$ cat src/rtl/smvm_tx.sv
// smvm_tx: streams a sparse-matrix/dense-vector frame onto the SMVM byte port.
// Output is registered (1-cycle lag); vector data is pass-through, nonzero entries prefetched into a FIFO.
module smvm_tx #(
    parameter int FIFO_DEPTH = 4,
    parameter int MAX_COLS   = 128
) (
    input  logic       clk,
    input  logic       rst_n,
    input  logic       start,
    input  logic [7:0] cfg_rows,
    input  logic [7:0] cfg_cols,
    output logic       busy,
    input  logic [7:0] vec_data,
    input  logic       vec_valid,
    output logic       vec_ready,
    input  logic [7:0] nz_val,
    input  logic [7:0] nz_col,
    input  logic       nz_ipv,
    input  logic       nz_last,
    input  logic       nz_valid,
    output logic       nz_ready,
    output logic [7:0] data_out,
    output logic       out_valid,
    output logic       done,
    output logic       err_underrun
);

    localparam int              PW         = (FIFO_DEPTH > 1) ? $clog2(FIFO_DEPTH) : 1;
    localparam int              CW         = $clog2(FIFO_DEPTH + 1);
    localparam logic [PW-1:0]   PTR_MAX    = PW'(FIFO_DEPTH - 1);
    localparam logic [CW-1:0]   CNT_FULL   = CW'(FIFO_DEPTH);
    localparam logic [8:0]      MAX_COLS_W = 9'(MAX_COLS);

    typedef enum logic [2:0] {IDLE, ROWS, COLS, VEC, VAL, IDX, IPV, END} state_t;

    typedef struct packed {
        logic [7:0] val;
        logic [7:0] col;
        logic       ipv;
        logic       last;
    } entry_t;

    state_t        state_q, state_d;
    logic [7:0]    rows_q, rows_d, cols_q, cols_d, vcnt_q, vcnt_d;
    logic [7:0]    data_out_q, data_out_d, cur_col_q, cur_col_d;
    logic          out_valid_q, out_valid_d, done_q, done_d, err_q, err_d;
    logic          cur_ipv_q, cur_ipv_d, cur_last_q, cur_last_d;
    logic          last_seen_q, last_seen_d;
    logic [PW-1:0] wr_ptr_q, wr_ptr_d, rd_ptr_q, rd_ptr_d;
    logic [CW-1:0] cnt_q, cnt_d;
    entry_t        fifo_mem [FIFO_DEPTH];
    entry_t        head;
    logic          fifo_empty, fifo_full, push, pop, flush, cols_ok;

    assign fifo_empty = (cnt_q == '0);
    assign fifo_full  = (cnt_q == CNT_FULL);
    assign busy       = (state_q != IDLE);
    assign vec_ready  = (state_q == VEC);
    assign nz_ready   = busy && !fifo_full && !last_seen_q;
    assign push       = nz_valid && nz_ready;
    assign head       = fifo_mem[rd_ptr_q];
    assign cols_ok    = (cfg_cols != 8'd0) && ({1'b0, cfg_cols} <= MAX_COLS_W);

    assign data_out     = data_out_q;
    assign out_valid    = out_valid_q;
    assign done         = done_q;
    assign err_underrun = err_q;

    always_comb begin
        state_d     = state_q;
        rows_d      = rows_q;
        cols_d      = cols_q;
        vcnt_d      = vcnt_q;
        data_out_d  = data_out_q;
        out_valid_d = 1'b0;
        done_d      = 1'b0;
        err_d       = err_q;
        cur_col_d   = cur_col_q;
        cur_ipv_d   = cur_ipv_q;
        cur_last_d  = cur_last_q;
        pop         = 1'b0;
        flush       = 1'b0;

        case (state_q)
            IDLE: begin
                if (start && cols_ok) begin
                    rows_d  = cfg_rows;
                    cols_d  = cfg_cols;
                    err_d   = 1'b0;
                    flush   = 1'b1;
                    state_d = ROWS;
                end
            end
            ROWS: begin
                data_out_d  = rows_q;
                out_valid_d = 1'b1;
                state_d     = COLS;
            end
            COLS: begin
                data_out_d  = cols_q;
                out_valid_d = 1'b1;
                vcnt_d      = 8'd0;
                state_d     = VEC;
            end
            VEC: begin
                if (vec_valid) begin
                    data_out_d  = vec_data;
                    out_valid_d = 1'b1;
                    if (vcnt_q == cols_q - 8'd1) state_d = VAL;
                    else                         vcnt_d  = vcnt_q + 8'd1;
                end else begin
                    err_d   = 1'b1;
                    flush   = 1'b1;
                    state_d = IDLE;
                end
            end
            VAL: begin
                if (fifo_empty) begin
                    err_d   = 1'b1;
                    flush   = 1'b1;
                    state_d = IDLE;
                end else begin
                    pop         = 1'b1;
                    data_out_d  = head.val;
                    out_valid_d = 1'b1;
                    cur_col_d   = head.col;
                    cur_ipv_d   = head.ipv;
                    cur_last_d  = head.last;
                    state_d     = IDX;
                end
            end
            IDX: begin
                data_out_d  = cur_col_q;
                out_valid_d = 1'b1;
                state_d     = IPV;
            end
            IPV: begin
                data_out_d  = {7'b0, cur_ipv_q};
                out_valid_d = 1'b1;
                state_d     = cur_last_q ? END : VAL;
            end
            END: begin
                // out_valid drops next cycle: that gap is the frame terminator
                done_d  = 1'b1;
                flush   = 1'b1;
                state_d = IDLE;
            end
            default: state_d = IDLE;
        endcase
    end

    always_comb begin
        wr_ptr_d    = wr_ptr_q;
        rd_ptr_d    = rd_ptr_q;
        cnt_d       = cnt_q;
        last_seen_d = last_seen_q;
        if (flush) begin
            wr_ptr_d    = '0;
            rd_ptr_d    = '0;
            cnt_d       = '0;
            last_seen_d = 1'b0;
        end else begin
            if (push) begin
                wr_ptr_d = (wr_ptr_q == PTR_MAX) ? '0 : wr_ptr_q + 1'b1;
                if (nz_last) last_seen_d = 1'b1;
            end
            if (pop) rd_ptr_d = (rd_ptr_q == PTR_MAX) ? '0 : rd_ptr_q + 1'b1;
            case ({push, pop})
                2'b10:   cnt_d = cnt_q + 1'b1;
                2'b01:   cnt_d = cnt_q - 1'b1;
                default: cnt_d = cnt_q;
            endcase
        end
    end

    always_ff @(posedge clk) begin
        if (push) fifo_mem[wr_ptr_q] <= '{val: nz_val, col: nz_col, ipv: nz_ipv, last: nz_last};
    end

    always_ff @(posedge clk or negedge rst_n) begin
        if (!rst_n) begin
            state_q     <= IDLE;
            rows_q      <= 8'd0;
            cols_q      <= 8'd0;
            vcnt_q      <= 8'd0;
            data_out_q  <= 8'd0;
            out_valid_q <= 1'b0;
            done_q      <= 1'b0;
            err_q       <= 1'b0;
            cur_col_q   <= 8'd0;
            cur_ipv_q   <= 1'b0;
            cur_last_q  <= 1'b0;
            last_seen_q <= 1'b0;
            wr_ptr_q    <= '0;
            rd_ptr_q    <= '0;
            cnt_q       <= '0;
        end else begin
            state_q     <= state_d;
            rows_q      <= rows_d;
            cols_q      <= cols_d;
            vcnt_q      <= vcnt_d;
            data_out_q  <= data_out_d;
            out_valid_q <= out_valid_d;
            done_q      <= done_d;
            err_q       <= err_d;
            cur_col_q   <= cur_col_d;
            cur_ipv_q   <= cur_ipv_d;
            cur_last_q  <= cur_last_d;
            last_seen_q <= last_seen_d;
            wr_ptr_q    <= wr_ptr_d;
            rd_ptr_q    <= rd_ptr_d;
            cnt_q       <= cnt_d;
        end
    end

endmodule

$ cat config.mk
export PLATFORM = sky130hd
export DESIGN_NAME = smvm_tx
export DESIGN_NICKNAME = d
export VERILOG_FILES = /design/src/rtl/smvm_tx.sv
export SDC_FILE = /design/constraint.sdc
export NUM_CORES = 1
export LEC_CHECK = 0
export ABC_AREA = 1
export CAP_MARGIN = 20
export CELL_PAD_IN_SITES_DETAIL_PLACEMENT = 0
export CELL_PAD_IN_SITES_GLOBAL_PLACEMENT = 1
export CORE_ASPECT_RATIO = 0.75
export CORE_MARGIN = 1
export CORE_UTILIZATION = 45
export DETAILED_ROUTE_END_ITERATION = 10
export GPL_ROUTABILITY_DRIVEN = 1
export PLACE_DENSITY = 0.78
export SLEW_MARGIN = 10
export SYNTH_ARGS = -nofsm -noshare
export SYNTH_HDL_FRONTEND = slang
export SYNTH_SLANG_ARGS = --single-unit
$ cat constraint.sdc
create_clock -name clk -period 5.6 [get_ports clk]
set_input_delay 1.12 -clock clk [delete_from_list [all_inputs] [get_ports clk]]
set_output_delay 1.12 -clock clk [all_outputs]
set_load 0.05 [all_outputs]
### After elaboration in Yosys (flattened, before gate mapping)

Memory sizes are Yosys's and may differ from the RTL's.
Index checks and enable logic that the tools add are counted.

| storage, ports and cells | value |
|---|---|
| register bits after elaboration | 56 |
| RAM bits | 72 |
| bits of input ports | 47 |
| output and inout bits | 14 |
| logic and storage cells | 108 |
| memories kept | 1 |

Memories:

| name | depth | bits a word | rd ports | clocked after memory_dff | write ports | RTL line | RTL |
|---|---|---|---|---|---|---|---|
| fifo_mem | 4 | 18 | 1 | 0 | 1 | 51 | `entry_t fifo_mem [FIFO_DEPTH];` |

| cells by class | value |
|---|---|
| add/subtract/negate cells | 6 |
| magnitude comparators | 1 |
| equal/unequal tests | 20 |
| multiplexer cells | 38 |
| bitwise logic cells | 1 |
| reduce and logical (&&, ||, !) cells | 26 |

Operators with widths:

| cell | number |
|---|---|
| case mux 8 bit (6 select lines) | 1 |
| 2-to-1 mux 8 bit | 4 |
| case mux 3 bit (8 select lines) | 1 |
| case mux 8 bit (2 select lines) | 1 |
| equality test 3 bit, second input constant | 5 |
| 2-to-1 mux 1 bit | 15 |
| 2-to-1 mux 3 bit | 5 |
| 2-to-1 mux 2 bit | 7 |
| != test 2 bit, second input constant | 6 |
| nonzero test 3 bit | 3 |
| adder 8 x 1 -> 8 bit, second input constant | 1 |
| equality test 8 bit | 1 |
| <= comparator 8 bit, second input constant | 1 |
| AND reduction 2 bit | 4 |
| nonzero test 2 bit | 4 |
| nonzero test 8 bit | 1 |
| subtractor 8 x 1 -> 8 bit, second input constant | 1 |
| equality test 2 bit, second input constant | 3 |
| equality test 3 x 2 -> 1 bit, second input constant | 2 |
| zero test 3 bit | 2 |
| case mux 1 bit (3 select lines) | 2 |
| case mux 3 bit (2 select lines) | 1 |
| AND reduction 3 bit | 2 |
| nonzero test 6 bit | 1 |
| 12 further kinds | 18 |

### Longest topological paths before layout

Gate-level depths: netlist of run 1.

| logic depth | value |
|---|---|
| depth in word-level cells | 8 |
| depth in mapped cells | 14 |
| mapped depth without buffers | 14 |

### Worst setup path after synthesis of run 1

No wires, ideal clock.

| timing path | value |
|---|---|
| path type | reg2reg |
| start | reg state_q[0] |
| end | mem fifo_mem[0][0] (netlist bit) (enable) |
| library setup time | 393 ps |
| data arrival time | 2135 ps |
| data required time | 5207 ps |
| slack | 3072 ps |
| cell stages (with the launch flop) | 7 |
| path buffers | 0 |
| period minus slack after synthesis | 2528 ps |
| cell sequence | dfrtp_1 > inv_2 > nand2_2 > nor2_4 > nor3_4 > nand2_4 > nor2_1 |

| on the way | value |
|---|---|
| longest elaborated chain between the ends | 6 |

RTL lines:

| item | RTL line | RTL |
|---|---|---|
| start: declaration | 43 | `state_t state_q, state_d;` |
| start signal: assignment | 198 | `state_q <= state_d;` |
| nonzero test 3 bit | 57 | `assign busy = (state_q != IDLE);` |
| logical AND 1 bit (2 in a row) | 59 | `assign nz_ready = busy && !fifo_full && !last_seen_q;` |
| named net nz_ready | 21 | `output logic nz_ready,` |
| logical AND 1 bit | 60 | `assign push = nz_valid && nz_ready;` |
| 2-to-1 mux 1 bit | 177 | `if (push) fifo_mem[wr_ptr_q] <= '{val: nz_val, col: nz_col, ipv: nz_ipv, last: nz_last};` |
| 2-to-1 mux 1 bit (not written as such) | 177 |  |
| end: declaration | 51 |  |

The timed path passes the listed nets, and every way through them passes these cells.

### Worst setup path in the final report of run 1

| timing path | value |
|---|---|
| start | reg state_q[2] |
| end | out vec_ready |

| on the way | value |
|---|---|
| longest elaborated chain between the ends | 1 |

RTL lines:

| item | RTL line | RTL |
|---|---|---|
| equality test 3 x 2 -> 1 bit | 58 | `assign vec_ready = (state_q == VEC);` |
| end: declaration | 15 | `output logic vec_ready,` |

Every way passes these cells.

==> results of run 1 <==
==> logic make-up after synthesis <==
group                      after synthesis  synth area share [%]
xor gates and xnor gates                10                  1.48
and+or+nand+nor                        252                  19.0
buffers and inverters                   88                  6.12
AOI/OAI and AO/OA                      118                  11.4
adders and majority gates                8                  1.82
DFF                                    128                  60.1
==> registers in the layout, indices dropped and copies added, names as in the netlist, 3 cells and up <==
name	count
fifo_mem	72
cols_q	8
cur_col_q	8
data_out	8
rows_q	8
vcnt_q	8
cnt_q	3
state_q	3
==> layout make-up <==
| type | count | area, um2 | area share [%] |
|---|---|---|---|
| inverters | 69 | 267 | 3.68 |
| clock buffers | 18 | 429 | 5.93 |
| repair buffers | 67 | 656 | 9.06 |
| well taps | 166 | 208 | 2.87 |
| multi-input cells | 388 | 2000 | 27.6 |
| flip-flops and latches | 128 | 3560 | 49.2 |
| clock inverters | 14 | 116 | 1.61 |
==> cell usage after synthesis, types with 7 or more instances <==
cell type,number
a21oi_2,7
nand3_1,29
o22ai_1,14
edfxtp_1,72
a21oi_1,14
inv_2,13
o21ai_0,54
ha_1,7
nor2_1,79
inv_1,52
dfrtp_1,56
buf_2,11
xor2_1,7
o21ai_1,14
nand2_1,113
==> stage by stage <==
step / instances / hold WS [ns] / total power, W / area (um2)
2_1_floorplan: 604 / 0.453 / 0.00236 / 5930
3_3_place_gp: 817 / 0.462 / 0.00273 / 6680
3_5_place_dp: 817 / 0.470 / 0.00276 / 6680
4_1_cts: 849 / 0.486 / 0.00378 / 7220
5_1_grt: 850 / 0.502 / 0.00400 / 7240
6_report: 850 / 0.489 / 0.00377 / 7240
==> per-layer routing <==
| layer | track usage, % | up-vias | part of all wire (%) |
|---|---|---|---|
| met5 | 0 | - | 0 |
| met4 | 7.35 | 0 | 0.77 |
| met3 | 4.75 | 9 | 4.6 |
| met2 | 33.5 | 105 | 45 |
| met1 | 29.9 | 2020 | 50 |
| li1 | - | 2157 | - |
==> worst paths after layout <==
path                       depth (start not counted)  slack [ns]         from           to
min in group asynchronous                          2        0.86        rst_n  data_out[4]
min reg2reg                                        2        0.49    rows_q[0]    rows_q[0]
min                                                2        0.49    rows_q[0]    rows_q[0]
max                                                2        2.03   state_q[2]    vec_ready
max reg2reg                                        6        3.10  rd_ptr_q[1]  data_out[6]
max in group asynchronous                          2        4.25        rst_n    vcnt_q[5]
==> worst min-delay path: cells and delay by family (launching register included) <==
family             cells  cell delay [ns]
and+or+nand+nor        1             0.05
AOI/OAI and AO/OA      1             0.05
DFF                    1             0.35
==> power groups by stage <==
stage	Combinational (W)	Clock [W]	Sequential, W
6_report	0.00137	0.00102	0.00139
5_1_grt	0.00152	0.00107	0.00141
4_1_cts	0.00137	0.00103	0.00138
3_5_place_dp	0.00136	0	0.00140
3_3_place_gp	0.00133	0	0.00140
2_1_floorplan	0.000883	0	0.00147
==> metrics.md, run 1 <==
| Metric | Value |
|---|---|
| Nets | 726 |
| Clock Power Share | a little over a quarter |
| FILL cells | between 1,000 and 1,500 |
| Crit path DAT | around 2.5 ns |
| Initial core utilization | approximately 47% |
| Diodes inserted | 0 |
| Synth Instances | a little over 600 |
| Setup slack at placement | about 2.1 ns |
| Yosys warning total | 0 |
| Relative slew slack | 34.7% |
| Post-synthesis cell area | roughly 5900 um2 |
| Seq pwr share | a little under two fifths |
| CTS Sinks | around 130 |
| GRT Total Usage | between 20% and 30% |
| Total Neg Setup Slack | 0 ns |
| Die span in x | 135 um |
| Most common cell after layout, fill and taps aside | nand2_1 |
| Fmax | approximately 280 MHz |
| Pint | 0.00229 W |
| CORE AREA | 12,600 um2 |
| Most frequent cells in the layout | nand2_1, nor2_1, edfxtp_1 |
| Buf+Inv Stages, Crit Path | 1 |
| Final Hold Fails | 0 |
| Num ports | just over 60 |
| # DRC | 0 |
| Die height | 101 um |
| Antenna-violating nets left | 0 |
| Main synth FF type | edfxtp_1 |
| Mean post-synth cell area | around 9.8 um2 |
| Std cell rows | 35 |
| Clk Latency, worst-skew pair | slightly above 0.4 ns |
| Area growth syn-to-layout | 22.1% |
| Gr ovfl total | 0 |
| Hold Path Class | flip-flop to flip-flop |
| Critical path peak fanout | 12 |
| Sequential fraction of the synthesis area | 60.1% |
| RSZ-0062 raised after global routing | no |
| Layout cells sized above 1 | about an eighth |
| Final Slew Violations | 0 |
| H-tree Lvls | 4 |
| Slowest stage delay, CP | 0.93 ns |
| Cell area power density | 521 nW/um2 |
| Setup Skew | 0.0121 ns |
| Combinational Power Share | 36.2% |
| Cell Chain, Critical Path | nor2_2 -> clkdlybuf4s50_1 |
| Number of synthesized register bits | between 100 and 150 |
| Root Driver | clkbuf_16 |
| Max VDD drop | 342 uV |
| Clk slew on worst S/H paths | 0.06 ns |
| Top cells by area, synth | edfxtp_1, dfrtp_1, nand2_1 |
| Sw power | between 0.001 and 0.0015 W |
| First-pass GRT wire length | around 22,000 um |
| Critical path class | flip-flop to output pin |
| Biggest area consumer among synthesized cells | edfxtp_1 |
| Async SR Flop Fraction | between 40% and 50% |
| Post-CTS Setup Repair Bufs | 0 |
| Crit path max-delay family | buffers and inverters |
| Resize count post-CTS | 0 |
| Gpl congestion | 0.816 |
| CTS tree | built |
| Critical path required time | 4.48 ns |
| Synth Net Count | about 660 |
| WL final | about 13,000 um |
| EDFF count, synth | around 70 |
| Worst setup margin | 2.03 ns |
| DIE AREA | ~14,000 um2 |
| Post-DR wirelength/cell | 15.9 um |
| Vias in the first global route | around 4,300 |
| Crit start category | flip-flop |
| Largest net degree at the start of global routing | 57 |
| Post-CTS Hold Buffers | 0 |
| TritonRoute pass-1 iters | 4 |
| Final core occ | 57.6% |
| Tcrit/Tclk final | between 60% and 70% |
| Outcome | finished, final reports clean |
| Input/output buffers | 60 |
| Crit. End Element | output pin |
| Netlist cell types | 46 |
| Tmin final | 3.57 ns |
| Initial antenna violation count | 0 |
| Max_cap viols | 0 |
| Worst Max-Slew Pin Slew | between 0.9 and 1 ns |
| Slowest CP cell | clkdlybuf4s50_1 |
| DR vias | 4,291 |
| Clk buf depth | 2 |
| Post-DP HPWL | 8960 um |
| Vias/cell | 5.05 |
| Switching share of power | between 30 and 40% |
| Synth top area share | 36.5% |
| First DRT Iteration DRCs | 215 |
| CTS buffer count | 17 |
| # setup viols final | 0 |
| Leak Pwr | 3.03 nW |
No activity file was read; power rests on OpenSTA's default activity.
==> inputs of run 2 (changes only) <==
CORE_UTILIZATION = 40   (was 45)
PLACE_DENSITY = 0.73   (was 0.78)
clock period = 2.9 ns   (was 5.6 ns; I/O delays follow)
==> run 2 against run 1 <==
Against the previous run:
- non-clock buffer count rose by 5
- sequential power rose by 92%
- hold slack got worse by 0.33 ns
- cell area rose by 2.2%
- clock skew fell by 0.0031 ns
- first-iteration DRC count rose by 28%
- utilization fell by 6.4 points
- combinational power rose by 94%
- critical path depth rose by 1
- largest cell class unchanged
- highest routed layer unchanged
==> metrics.md, run 2 (synthesis results as in run 1) <==
| Metric | Value |
|---|---|
| Final Hold Fails | 0 (unchanged) |
| Gr ovfl total | 0 (unchanged) |
| CTS tree | built (unchanged) |
| First-pass GRT wire length | 22,300 um (was 21,600 um) |
| GRT Total Usage | 19.6% (was 21.4%) |
| Setup slack at placement | 0.545 ns (was 2.14 ns) |
| Worst Max-Slew Pin Slew | 1.02 ns (was 0.979 ns) |
| Overall Power | 0.00756 W (was 0.00377 W) |
| Slowest stage delay, CP | 0.84 ns (was 0.93 ns) |
| Vias in the first global route | 4,154 (was 4,276) |
| CORE AREA | 14,500 um2 (was 12,600 um2) |
| DR vias | 4,373 (was 4,291) |
| Worst setup margin | 0.131 ns (was 2.03 ns) |
| Worst Hold Slack | 0.159 ns (was 0.489 ns) |
| Hold Path Class | input pin to async pin (was flip-flop to flip-flop) |
| Die height | 107 um (was 101 um) |
| Max_cap viols | 0 (unchanged) |
| Initial antenna violation count | 0 (unchanged) |
| RSZ-0062 raised after global routing | no (unchanged) |
| Post-DP HPWL | 9490 um (was 8960 um) |
| Flop-to-flop setup slack | 0.68 ns (was 3.10 ns) |
| Root Driver | clkbuf_16 (unchanged) |
| Critical path required time | 2.32 ns (was 4.48 ns) |
| Fmax | 361 MHz |
| Final Slew Violations | 0 (unchanged) |
| Post-DR wirelength/cell | 15.7 um (was 15.9 um) |
| WL met3 | 782 um (was 620 um) |
| Reg with most FFs | fifo_mem (unchanged) |
| Initial core utilization | 41.0% (was 47.1%) |
| Std cell rows | 38 (was 35) |
| Resize count post-CTS | 0 (unchanged) |
| Pint | 0.00471 W (was 0.00229 W) |
| Clock Power Share | 29.6% (was 27.0%) |
| Most common cell after layout, fill and taps aside | nand2_1 (unchanged) |
| Clk Latency, worst-skew pair | 0.41 ns (about the same) |
| Vias/cell | 4.92 (was 5.05) |
| Die span in x | 143 um (was 135 um) |
| Crit path max-delay family | buffers and inverters (unchanged) |
| DIE AREA | 15,300 um2 (was 13,600 um2) |
| Diodes inserted | 0 (unchanged) |
| Relative slew slack | 31.9% (was 34.7%) |
| Clk slew on worst S/H paths | 0.05 ns (was 0.06 ns) |
| DRT met1 WL | 6750 um (was 6690 um) |
| Total Neg Setup Slack | 0 ns (unchanged) |
| Tcrit/Tclk final | 95.5% |
| Crit path DAT | 2.19 ns (was 2.45 ns) |
| Slowest CP cell | clkdlybuf4s50_1 (unchanged) |
| # setup viols final | 0 (unchanged) |
| Num ports | 61 (unchanged) |
| WL final | 14,000 um (was 13,500 um) |
| Outcome | finished, final reports clean (unchanged) |
| Tmin final | 2.77 ns |
| Combinational Power Share | 35.1% (was 36.2%) |
| Switching share of power | 37.8% (was 39.2%) |
| Largest net degree at the start of global routing | 57 (unchanged) |
| Max reg flops | 72 (unchanged) |
| Buf+Inv Stages, Crit Path | 1 (unchanged) |
| CTS buffer count | 17 (unchanged) |
| First DRT Iteration DRCs | 275 (was 215) |
| Post-CTS Hold Buffers | 0 (unchanged) |
| Crit start category | flip-flop (unchanged) |
| Critical path peak fanout | 7 (was 12) |
| Cell area power density | 1020 nW/um2 (was 521 nW/um2) |
| Leak Pwr | 3.10 nW (was 3.03 nW) |
| # DRC | 0 (unchanged) |
| Most frequent cells in the layout | nand2_1, nor2_1, edfxtp_1 (unchanged) |
| Clk buf depth | 2 (unchanged) |
| CTS Sinks | 128 (unchanged) |
| Max VDD drop | 601 uV (was 342 uV) |
| Metal2 WL | 6360 um (was 6070 um) |
| Crit. End Element | output pin (unchanged) |
| Seq pwr share | 35.3% (was 36.7%) |
| Nets | 731 (was 726) |
| Layout cells sized above 1 | 12.6% (was 12.0%) |
| Input/output buffers | 60 (unchanged) |
| Gpl congestion | 0.870 (was 0.816) |
| Cell Chain, Critical Path | nor2_4 -> nor3_4 -> clkdlybuf4s50_1 (was nor2_2 -> clkdlybuf4s50_1) |
| Area growth syn-to-layout | 24.8% (was 22.1%) |
| H-tree Lvls | 4 (unchanged) |
| Sw power | 0.00286 W (was 0.00148 W) |
| Critical path class | flip-flop to output pin (unchanged) |
| Post-CTS Setup Repair Bufs | 0 (unchanged) |
| TritonRoute pass-1 iters | 5 (was 4) |
| Setup Skew | 0.00893 ns (was 0.0121 ns) |
| Antenna-violating nets left | 0 (unchanged) |
| DR top layer | met4 (unchanged) |
==> run 2: cell types whose count changed in the layout (fill, tap and decap cells not counted), sizes merged <==
cell / before / now
buf: 8 / 13
bufinv: 1 / 4
clkinvlp: 5 / 2
clkinv: 8 / 7
clkbuf: 18 / 19
==> run 2: power groups by stage <==
stage	logic [W]	registers [W]	clock network [W]
finish	0.00266	0.00267	0.00224
floorplan	0.00170	0.00284	0
detailed placement	0.00266	0.00271	0
CTS	0.00268	0.00267	0.00227
global placement	0.00262	0.00270	0
global route	0.00295	0.00272	0.00235
==> run 2: per-stage QoR <==
stage | utilization [%] | cells | cell area (um2)
after global routing | 51.2 | 889 | 7390
final | 51.2 | 889 | 7390
after global placement | 46.9 | 857 | 6780
after CTS | 51.2 | 889 | 7390
after floorplan | - | 604 | 5930
after detailed placement | 46.9 | 857 | 6780
==> run 2: layout make-up <==
type	count	area [um2]
clock buffer	19	433
sequential	128	3560
tap	200	250
timing repair buffer	72	698
fill	1310	7060
clock inverter	13	184
inverter	69	267
multi-input combinational	388	2000
==> run 2: routing by layer <==
metal	up-vias	global-route usage (%)
met2	107	30.7
met4	0	5.99
met1	2086	27.8
met3	9	3.43
met5	-	0
li1	2171	-
==> run 2: worst paths after layout <==
kind | start | endpoint | cells after the start
worst max-delay path | state_q[2] | nz_ready | 3
worst min-delay path | rst_n | data_out[6] | 2
worst max register to register | state_q[2] | cnt_q[2] | 10
worst min register to register | data_out[1] | data_out[1] | 2
max in group asynchronous | rst_n | rows_q[1] | 2
min in group clk | data_out[1] | data_out[1] | 2
==> run 2: worst reg2reg max path, stage by stage, from the launching register on <==
cell and delay, ns:
dfrtp_1 0.57, nor2_4 0.13, nor3_4 0.25, nand2_4 0.13
nand2_4 0.11, inv_1 0.07, fa_1 0.38, xor2_1 0.26
nand2_2 0.08, o21ai_2 0.06, a21oi_2 0.06
==> inputs of run 3 (changes only) <==
MAX_ROUTING_LAYER = met4   (was default)
==> run 3 against run 2 <==
Against the previous run:
- utilization unchanged
- critical path depth unchanged
- sequential power about the same
- cell area unchanged
==> metrics.md, run 3 (synthesis results as in run 1) <==
| Metric | Value |
|---|---|
| Outcome | finished, final reports clean (unchanged) |
| DP Cell Count | 857 (unchanged) |
| DIE AREA | 15,300 um2 (unchanged) |
| Crit path DAT | 2.19 ns (about the same) |
| Setup Skew | 0.00887 ns (was 0.00893 ns) |
| H-tree Lvls | 4 (unchanged) |
| GRT Total Usage | 20.1% (was 19.6%) |
| Switching share of power | 37.8% (about the same) |
| Reg with most FFs | fifo_mem (unchanged) |
| Resize count post-CTS | 0 (unchanged) |
| First-pass GRT wire length | 22,200 um (was 22,300 um) |
| Fin cells | 889 (unchanged) |
| Pint | 0.00471 W (about the same) |
| Die span in x | 143 um (unchanged) |
| Flop-to-flop setup slack | 0.68 ns (about the same) |
| Input/output buffers | 60 (unchanged) |
| Max VDD drop | 597 uV (was 601 uV) |
| Total Neg Setup Slack | 0 ns (unchanged) |
| CTS Sinks | 128 (unchanged) |
| Critical path required time | 2.32 ns (about the same) |
| WL final | 14,000 um (about the same) |
| # setup viols final | 0 (unchanged) |
| Critical path peak fanout | 7 (unchanged) |
| Most common cell after layout, fill and taps aside | nand2_1 (unchanged) |
| # DRC | 0 (unchanged) |
| Num ports | 61 (unchanged) |
| Gpl congestion | 0.884 (was 0.870) |
| Most frequent cells in the layout | nand2_1, nor2_1, edfxtp_1 (unchanged) |
| Clk Latency, worst-skew pair | 0.41 ns (about the same) |
| Post-CTS Setup Repair Bufs | 0 (unchanged) |
| Sw power | 0.00286 W (about the same) |
| Nets | 731 (unchanged) |
| Fmax | 361 MHz (about the same) |
| Max_cap viols | 0 (unchanged) |
| CTS tree | built (unchanged) |
| Worst Max-Slew Pin Slew | 1.02 ns (about the same) |
| Setup slack at placement | 0.545 ns (unchanged) |
| Vias in the first global route | 4,187 (was 4,154) |
| DR vias | 4,353 (was 4,373) |
| Final Hold Fails | 0 (unchanged) |
| RSZ-0062 raised after global routing | no (unchanged) |
| Root Driver | clkbuf_16 (unchanged) |
| Cell area power density | 1020 nW/um2 (about the same) |
| Clk buf depth | 2 (unchanged) |
| Area growth syn-to-layout | 24.8% (unchanged) |
| Crit start category | flip-flop (unchanged) |
| Seq pwr share | 35.3% (about the same) |
| Max reg flops | 72 (unchanged) |
| Std cell rows | 38 (unchanged) |
| Die height | 107 um (unchanged) |
| Post-DP HPWL | 9490 um (unchanged) |
| Diodes inserted | 0 (unchanged) |
| Clk slew on worst S/H paths | 0.06 ns (was 0.05 ns) |
| Initial core utilization | 41.0% (unchanged) |
| Leak Pwr | 3.10 nW (unchanged) |
| Initial antenna violation count | 0 (unchanged) |
| Worst Hold Slack | 0.162 ns (was 0.159 ns) |
| Hold Path Class | input pin to async pin (unchanged) |
| CTS buffer count | 17 (unchanged) |
| Crit path max-delay family | buffers and inverters (unchanged) |
| Layout cells sized above 1 | 12.6% (unchanged) |
| Slowest CP cell | clkdlybuf4s50_1 (unchanged) |
| Slowest stage delay, CP | 0.84 ns (about the same) |
| Cell Chain, Critical Path | nor2_4 -> nor3_4 -> clkdlybuf4s50_1 (unchanged) |
| Tmin final | 2.77 ns (about the same) |
| Post-CTS Hold Buffers | 0 (unchanged) |
| Relative slew slack | 31.7% (was 31.9%) |
| Critical path class | flip-flop to output pin (unchanged) |
| Clock Power Share | 29.6% (about the same) |
| Tcrit/Tclk final | 95.5% (about the same) |
| TritonRoute pass-1 iters | 4 (was 5) |
| Post-DR wirelength/cell | 15.7 um (about the same) |
| Final Slew Violations | 0 (unchanged) |
| Vias/cell | 4.90 (was 4.92) |
| Crit. End Element | output pin (unchanged) |
| Combinational Power Share | 35.1% (about the same) |
| Antenna-violating nets left | 0 (unchanged) |
| Worst setup margin | 0.132 ns (was 0.131 ns) |
| First DRT Iteration DRCs | 252 (was 275) |
| Buf+Inv Stages, Crit Path | 1 (unchanged) |
| Gr ovfl total | 0 (unchanged) |
| CORE AREA | 14,500 um2 (unchanged) |
| Largest net degree at the start of global routing | 57 (unchanged) |
==> run 3: cell counts in the layout (fill, tap and decap cells not counted) <==
Identical to the previous run, type by type.
==> run 3: path summary, 6_finish.rpt <==
kind | to | from | cells after the start
min reg2reg | data_out[1] | data_out[1] | 2
max | nz_ready | state_q[2] | 3
max in group asynchronous | wr_ptr_q[0] | rst_n | 2
min in group clk | data_out[1] | data_out[1] | 2
max reg2reg | cnt_q[2] | state_q[2] | 10
min | data_out[3] | rst_n | 2
==> run 3: final cells by class <==
cell class | instances | area [um2]
clock inverter | 13 | 184
tap | 200 | 250
inverter | 69 | 267
clock buffer | 19 | 433
fill | 1310 | 7060
multi-input combinational | 388 | 2000
timing repair buffer | 72 | 698
sequential | 128 | 3560
==> run 3: through the flow <==
stage	total power (W)	cell area (um2)	utilization [%]
after floorplan	0.00455	5930	-
after global placement	0.00531	6780	46.9
after global routing	0.00802	7390	51.2
final	0.00757	7390	51.2
after CTS	0.00763	7390	51.2
after detailed placement	0.00537	6780	46.9
==> run 3: routing by layer <==
metal  wire length (um)  up-vias  GRT usage [%]  part of all wire (%)
li1                   -     2170              -                     -
met1               6800     2074           27.6                    49
met2               6400       96           30.9                    46
met3                657       13           3.34                   4.7
met4                104        0           5.99                  0.74
met5                  0        -              -                     0
==> run 3: power groups by stage <==
stage,Combinational [W],Clock [W],Sequential (W)
after global routing,0.00295,0.00235,0.00272
after detailed placement,0.00266,0,0.00271
after floorplan,0.00170,0,0.00284
after CTS,0.00268,0.00227,0.00267
final,0.00266,0.00224,0.00267
after global placement,0.00262,0,0.00270
